===== config.mk =====
export PLATFORM = sky130hd
export DESIGN_NAME = weighted_round_robin_packet_arbiter
export DESIGN_NICKNAME = d
export VERILOG_FILES = /design/src/rtl/weighted_round_robin_packet_arbiter_pkg.sv /design/src/rtl/weighted_round_robin_packet_arbiter_round_robin_select.sv /design/src/rtl/weighted_round_robin_packet_arbiter.sv
export SDC_FILE = /design/constraint.sdc
export NUM_CORES = 1
export LEC_CHECK = 0
export BUFFER_PORTS_ARGS = -buffer_cell sky130_fd_sc_hd__buf_4
export CAP_MARGIN = 30
export CORE_UTILIZATION = 48
export DETAILED_ROUTE_END_ITERATION = 16
export GPL_TIMING_DRIVEN = 0
export PLACE_DENSITY = 0.85
export SYNTH_ARGS = -nofsm -noshare
export SYNTH_HDL_FRONTEND = slang
export SYNTH_SLANG_ARGS = --single-unit

===== constraint.sdc =====
create_clock -name clock -period 2.75 [get_ports clock]
set_clock_uncertainty 0.15 [all_clocks]
set_input_delay 0.275 -clock clock [delete_from_list [all_inputs] [get_ports clock]]
set_output_delay 0.275 -clock clock [all_outputs]
set_load 0.1 [all_outputs]

===== src/rtl/weighted_round_robin_packet_arbiter_pkg.sv =====
// rtl/weighted_round_robin_packet_arbiter_pkg.sv - shared types for the weighted round-robin packet arbiter
package weighted_round_robin_packet_arbiter_pkg;

    typedef enum logic {
        IDLE    = 1'b0,
        GRANTED = 1'b1
    } arb_state_t;

endpackage


===== src/rtl/weighted_round_robin_packet_arbiter_round_robin_select.sv =====
// rtl/weighted_round_robin_packet_arbiter_round_robin_select.sv - first set request after pointer, with wrap
module weighted_round_robin_packet_arbiter_round_robin_select #(
    parameter int SIZE      = 4,
    parameter int SIZE_LOG2 = $clog2(SIZE)
) (
    input  logic [SIZE-1:0]      requests,
    input  logic [SIZE_LOG2-1:0] pointer,
    output logic [SIZE-1:0]      onehot,
    output logic [SIZE_LOG2-1:0] index,
    output logic                 found
);

    logic [2*SIZE-1:0] masked;

    // Lower copy keeps only bits above the pointer; upper copy supplies the wrap-around.
    always_comb begin
        masked = {requests, requests};
        for (int i = 0; i < SIZE; i++) begin
            if (i <= int'(pointer)) begin
                masked[i] = 1'b0;
            end
        end
        index = '0;
        found = 1'b0;
        for (int i = 2*SIZE-1; i >= 0; i--) begin
            if (masked[i]) begin
                found = 1'b1;
                if (i >= SIZE) begin
                    index = SIZE_LOG2'(i - SIZE);
                end else begin
                    index = SIZE_LOG2'(i);
                end
            end
        end
        onehot = found ? (SIZE'(1) << index) : '0;
    end

endmodule


===== src/rtl/weighted_round_robin_packet_arbiter.sv =====
// rtl/weighted_round_robin_packet_arbiter.sv - packet-granular weighted round-robin arbiter for a shared stream
module weighted_round_robin_packet_arbiter
    import weighted_round_robin_packet_arbiter_pkg::*;
#(
    parameter int SIZE         = 4,
    parameter int WEIGHT_WIDTH = 4,
    localparam int SIZE_LOG2   = $clog2(SIZE)
) (
    input  logic                         clock,
    input  logic                         reset,
    input  logic [SIZE-1:0]              requests_valid,
    input  logic [SIZE-1:0]              requests_last,
    output logic [SIZE-1:0]              requests_ready,
    input  logic [SIZE*WEIGHT_WIDTH-1:0] weights,
    output logic                         output_valid,
    output logic                         output_last,
    input  logic                         output_ready,
    output logic [SIZE-1:0]              grant,
    output logic [SIZE_LOG2-1:0]         grant_index
);

    arb_state_t              state_q, state_d;
    logic [SIZE-1:0]         grant_q, grant_d;
    logic [SIZE_LOG2-1:0]    grant_index_q, grant_index_d;
    logic [SIZE_LOG2-1:0]    pointer_q, pointer_d;
    logic [WEIGHT_WIDTH-1:0] credit_q, credit_d;
    logic                    in_packet_q, in_packet_d;

    logic [SIZE-1:0]         sel_onehot;
    logic [SIZE_LOG2-1:0]    sel_index;
    logic                    sel_found;
    logic [WEIGHT_WIDTH-1:0] sel_weight;
    logic                    transfer;
    logic                    release_turn;

    weighted_round_robin_packet_arbiter_round_robin_select #(
        .SIZE      (SIZE),
        .SIZE_LOG2 (SIZE_LOG2)
    ) u_select (
        .requests (requests_valid),
        .pointer  (pointer_q),
        .onehot   (sel_onehot),
        .index    (sel_index),
        .found    (sel_found)
    );

    assign sel_weight  = weights[int'(sel_index)*WEIGHT_WIDTH +: WEIGHT_WIDTH];
    assign grant       = grant_q;
    assign grant_index = grant_index_q;
    assign transfer    = output_valid & output_ready;

    always_comb begin
        output_valid   = 1'b0;
        output_last    = 1'b0;
        requests_ready = '0;
        if (state_q == GRANTED) begin
            output_valid                  = requests_valid[grant_index_q];
            output_last                   = requests_last[grant_index_q];
            requests_ready[grant_index_q] = output_ready;
        end
    end

    always_comb begin
        state_d       = state_q;
        grant_d       = grant_q;
        grant_index_d = grant_index_q;
        pointer_d     = pointer_q;
        credit_d      = credit_q;
        in_packet_d   = in_packet_q;
        release_turn  = 1'b0;
        case (state_q)
            IDLE: begin
                if (sel_found) begin
                    state_d       = GRANTED;
                    grant_d       = sel_onehot;
                    grant_index_d = sel_index;
                    pointer_d     = sel_index;
                    credit_d      = (sel_weight == '0) ? WEIGHT_WIDTH'(1) : sel_weight;
                    in_packet_d   = 1'b0;
                end
            end
            GRANTED: begin
                if (transfer && output_last) begin
                    in_packet_d = 1'b0;
                    credit_d    = credit_q - WEIGHT_WIDTH'(1);
                    if (credit_q == WEIGHT_WIDTH'(1)) begin
                        release_turn = 1'b1;
                    end
                end else if (transfer) begin
                    in_packet_d = 1'b1;
                end else if (!in_packet_q && !requests_valid[grant_index_q]) begin
                    // Dropping valid between packets forfeits the rest of the turn.
                    release_turn = 1'b1;
                end
            end
            default: state_d = IDLE;
        endcase
        if (release_turn) begin
            state_d       = IDLE;
            grant_d       = '0;
            grant_index_d = '0;
            credit_d      = '0;
            in_packet_d   = 1'b0;
        end
    end

    always_ff @(posedge clock) begin
        if (reset) begin
            state_q       <= IDLE;
            grant_q       <= '0;
            grant_index_q <= '0;
            pointer_q     <= SIZE_LOG2'(SIZE-1);
            credit_q      <= '0;
            in_packet_q   <= 1'b0;
        end else begin
            state_q       <= state_d;
            grant_q       <= grant_d;
            grant_index_q <= grant_index_d;
            pointer_q     <= pointer_d;
            credit_q      <= credit_d;
            in_packet_q   <= in_packet_d;
        end
    end

endmodule


==> Flow_metrics.wiki <==
{| class="wikitable"
! Metric !! Value
|-
| Filler Cell Count || 178
|-
| Fraction of the yosys area taken by sequential cells || a little over a quarter
|-
| RSZ-0062 raised after global routing || no
|-
| EDFF count, synth || 0
|-
| Final-report setup violation count || 0
|-
| Mapped Avg Cell Area || about 7.5 µm²
|-
| Required time reported for the critical path endpoint || between 2000 and 2500 ps
|-
| Depth of the CTS H-tree || 1
|-
| Total standard cell area after synthesis || 0.00102 mm²
|-
| Crit path launch type || flop
|-
| Met3 wire length || between 150 and 200 µm
|-
| Dpl hpwl || ~2200 µm
|-
| Worst-path cell chain || mux4_2, nand2_1, inv_1, buf_4
|-
| IO Pins || 39
|-
| Buffer levels on the longest clock path || 2
|-
| Count of unique library cells instantiated by Yosys || 38
|-
| PostCTS Resize Cnt || 0
|-
| Starting density of the core || between 50 and 60%
|-
| Number of rows created at floorplan || 16
|-
| Register clock-pin slew on the reported worst setup and hold paths || around 90 ps
|-
| Ratio of final minimum period to clock period || 81.7%
|-
| First-pass GRT wire length || ~4300 µm
|-
| Max-capacitance violation count || 0
|-
| HP Class || in -> reg
|-
| Dominant synthesized flop cell || sky130_fd_sc_hd__dfxtp_1
|-
| Arrival time of the worst setup path || between 1500 and 2000 ps
|-
| Max frequency || roughly 450 MHz
|-
| Post-DRT Antenna Nets || 0
|-
| Slew at the pin closest to its max-slew limit || 567 ps
|-
| Slowest library cell on the worst path || sky130_fd_sc_hd__mux4_2
|-
| Clock period minus worst slack || approximately 2200 ps
|-
| M1 wire length || 1120 µm
|-
| Via count normalized by instance count || 5.80
|-
| Hold buffers post-CTS || 0
|-
| CTS Sinks || 14
|-
| Clock latency of the later-clocked register in the worst-skew pair || 290 ps
|-
| Non-filler cells, final || 203
|-
| Post-DR wirelength/cell || about 14 µm
|-
| Vias in the first global route || 1042
|-
| Total iterations of the first detailed-routing run || 4
|-
| Crit-path max cell delay || ~600 ps
|-
| GR Util All Layers || a little over a quarter
|-
| Last weighted congestion value of the routability-driven placer || about 0.82
|-
| Met2 routed WL || about 1500 µm
|-
| Post-layout power || ~760 µW
|-
| Cell at the root of the clock tree || sky130_fd_sc_hd__clkbuf_4
|-
| Wire length after detailed routing || around 2900 µm
|-
| DRC || 0
|-
| Top sig layer || met4
|-
| Post-CTS setup buffer count || 0
|-
| Outcome || finished clean
|-
| Critical hold path startpoint || reset
|-
| Worst reg2reg path startpoint || grant_index[1]
|-
| Area growth from synthesis to layout || 34.3%
|-
| Design Area, Final || between 0.001 and 0.0015 mm²
|-
| Slew headroom || roughly 62%
|-
| Aggregate negative setup slack || 0 ps
|-
| Number of CTS-inserted buffers || 3
|-
| Clock tree from TritonCTS || done
|-
| Family with the most delay on the worst path || multiplexers
|-
| Worst reg2reg endpoint || grant[0]
|-
| Number of cell instances on the worst register-to-register path || 6
|-
| Yosys Warn Count || 0
|-
| Horizontal extent of the die || ~48 µm
|-
| Reg-to-reg slack, setup || about 550 ps
|-
| Die height || 48.2 µm
|-
| Yosys reg bits || 14
|-
| Peak supply drop || 0.399 mV
|-
| Destination of the worst hold path || pointer_q[0]
|-
| Total Die Area || ~0.0023 mm²
|-
| Maximum fanout encountered on the critical timing path || 7
|-
| Static Leakage || 0.000620 µW
|-
| Critical Path End Type || output pin
|-
| Maximum number of pins on one net before global-route repair || 11
|-
| Hold Path Stages || 2
|-
| Fraction of registers with async set/reset || 0%
|-
| Power per cell area || approximately 550 mW/mm²
|-
| Crit Path Category || reg -> out
|-
| Total count of max-transition violations in the final report || 0
|-
| Floorplan Core Area || 0.00198 mm²
|-
| Total count of hold-check failures in the final report || 0
|-
| Diode count || 0
|-
| Util after Layout || just under 70%
|-
| Proportion of layout cells with a drive suffix above 1 || between 30% and 40%
|-
| Via Count || between 1k and 1.5k
|-
| Total number of nets in the final design || 206
|-
| Total overflow reported by the global router || 0
|-
| Total of buffers placed on input and output ports || 36
|-
| Placed cells || 199
|-
| Initial antenna violation count || 0
|-
| Buf+Inv Stages, Crit Path || 2
|-
| Net Count, Synth || about 170
|-
| DRT iter0 DRCs || 32
|-
| Instance count of the mapped netlist || 136
|-
| DP Area || 0.00134 mm²
|}
## layer usage
metal	vias up	GRT usage, %
met5	-	0
met4	0	11.1
met3	9	7.04
met2	52	46.4
met1	550	32.0
li1	566	-
## cell type report
| cell class | instances | area, µm² | area share, % |
|---|---|---|---|
| Buffer | 8 | 55.1 | 4.01 |
| Clock buffer | 4 | 36.3 | 2.64 |
| Inverter | 9 | 33.8 | 2.46 |
| Multi-Input combinational cell | 105 | 663 | 48.3 |
| Sequential cell | 14 | 280 | 20.4 |
| Tap cell | 27 | 33.8 | 2.46 |
| Timing Repair Buffer | 36 | 270 | 19.7 |
## cells in the mapped netlist, types with 3 or more instances
cell | number | area share, %
sky130_fd_sc_hd__nor2_1 | 13 | 4.8
sky130_fd_sc_hd__a21oi_1 | 13 | 6.4
sky130_fd_sc_hd__mux2i_1 | 7 | 6.9
sky130_fd_sc_hd__nand2b_1 | 6 | 3.7
sky130_fd_sc_hd__nand2_1 | 16 | 5.9
sky130_fd_sc_hd__a31oi_1 | 3 | 1.8
sky130_fd_sc_hd__dfxtp_1 | 14 | 27
sky130_fd_sc_hd__inv_1 | 9 | 3.3
sky130_fd_sc_hd__nand3_1 | 9 | 4.4
sky130_fd_sc_hd__nor3_1 | 7 | 3.4
sky130_fd_sc_hd__o21ai_1 | 4 | 2.0
## flip-flops by register name, indices dropped and copies added, names as in the netlist
| signal | flops |
|---|---|
| state_q | 1 |
| grant_index | 2 |
| in_packet_q | 1 |
| credit_q | 4 |
| grant | 4 |
| pointer_q | 2 |
## placed cells by master (no fill, tap or decap), drive strengths merged, types with 2 or more instances in the layout
cell type  instances
nand2             16
dfxtp             14
a211oi             2
a31oi              3
mux4               2
nand2b             6
ha                 2
or2                3
o21ai              6
inv                9
a21oi             13
nor3               7
and2               2
buf               41
nand3              9
clkbuf             7
nor2              13
mux2i              7
## worst max-delay path by stage
stage	from	endpoint	slack, ps	cells past startpoint
after CTS	grant_index[1]	output_valid	510	3
after global placement	requests_valid[1]	grant[0]	610	7
after floorplan	grant_index[0]	requests_ready[1]	-250	2
final	grant_index[0]	output_last	500	4
after global routing	grant_index[1]	grant[0]	400	5
after detailed placement	requests_valid[1]	credit_q[0]	580	8
## cell families after synthesis
| kind of cell | synth area share, % |
|---|---|
| buffers and inverters | 8.69 |
| muxes | 11.3 |
| DFF | 27.4 |
| adders and majority gates | 2.45 |
| AOI/OAI and AO/OA | 21.9 |
| and+or+nand+nor | 28.3 |
## metrics by stage
step                hold slack (ps)  setup slack (ps)
floorplan                       221              -249
global placement                297               610
detailed placement              306               584
CTS                            44.2               507
global route                   41.7               404
finish                         44.4               503
## report_power, final
group          internal, µW  switching (µW)  leakage, µW
registers               225            25.5     0.000115
clock network          80.7            73.9    0.0000210
logic                   126             225     0.000484
total                   432             324     0.000620
Note: power is estimated with default switching activity, not from simulation.
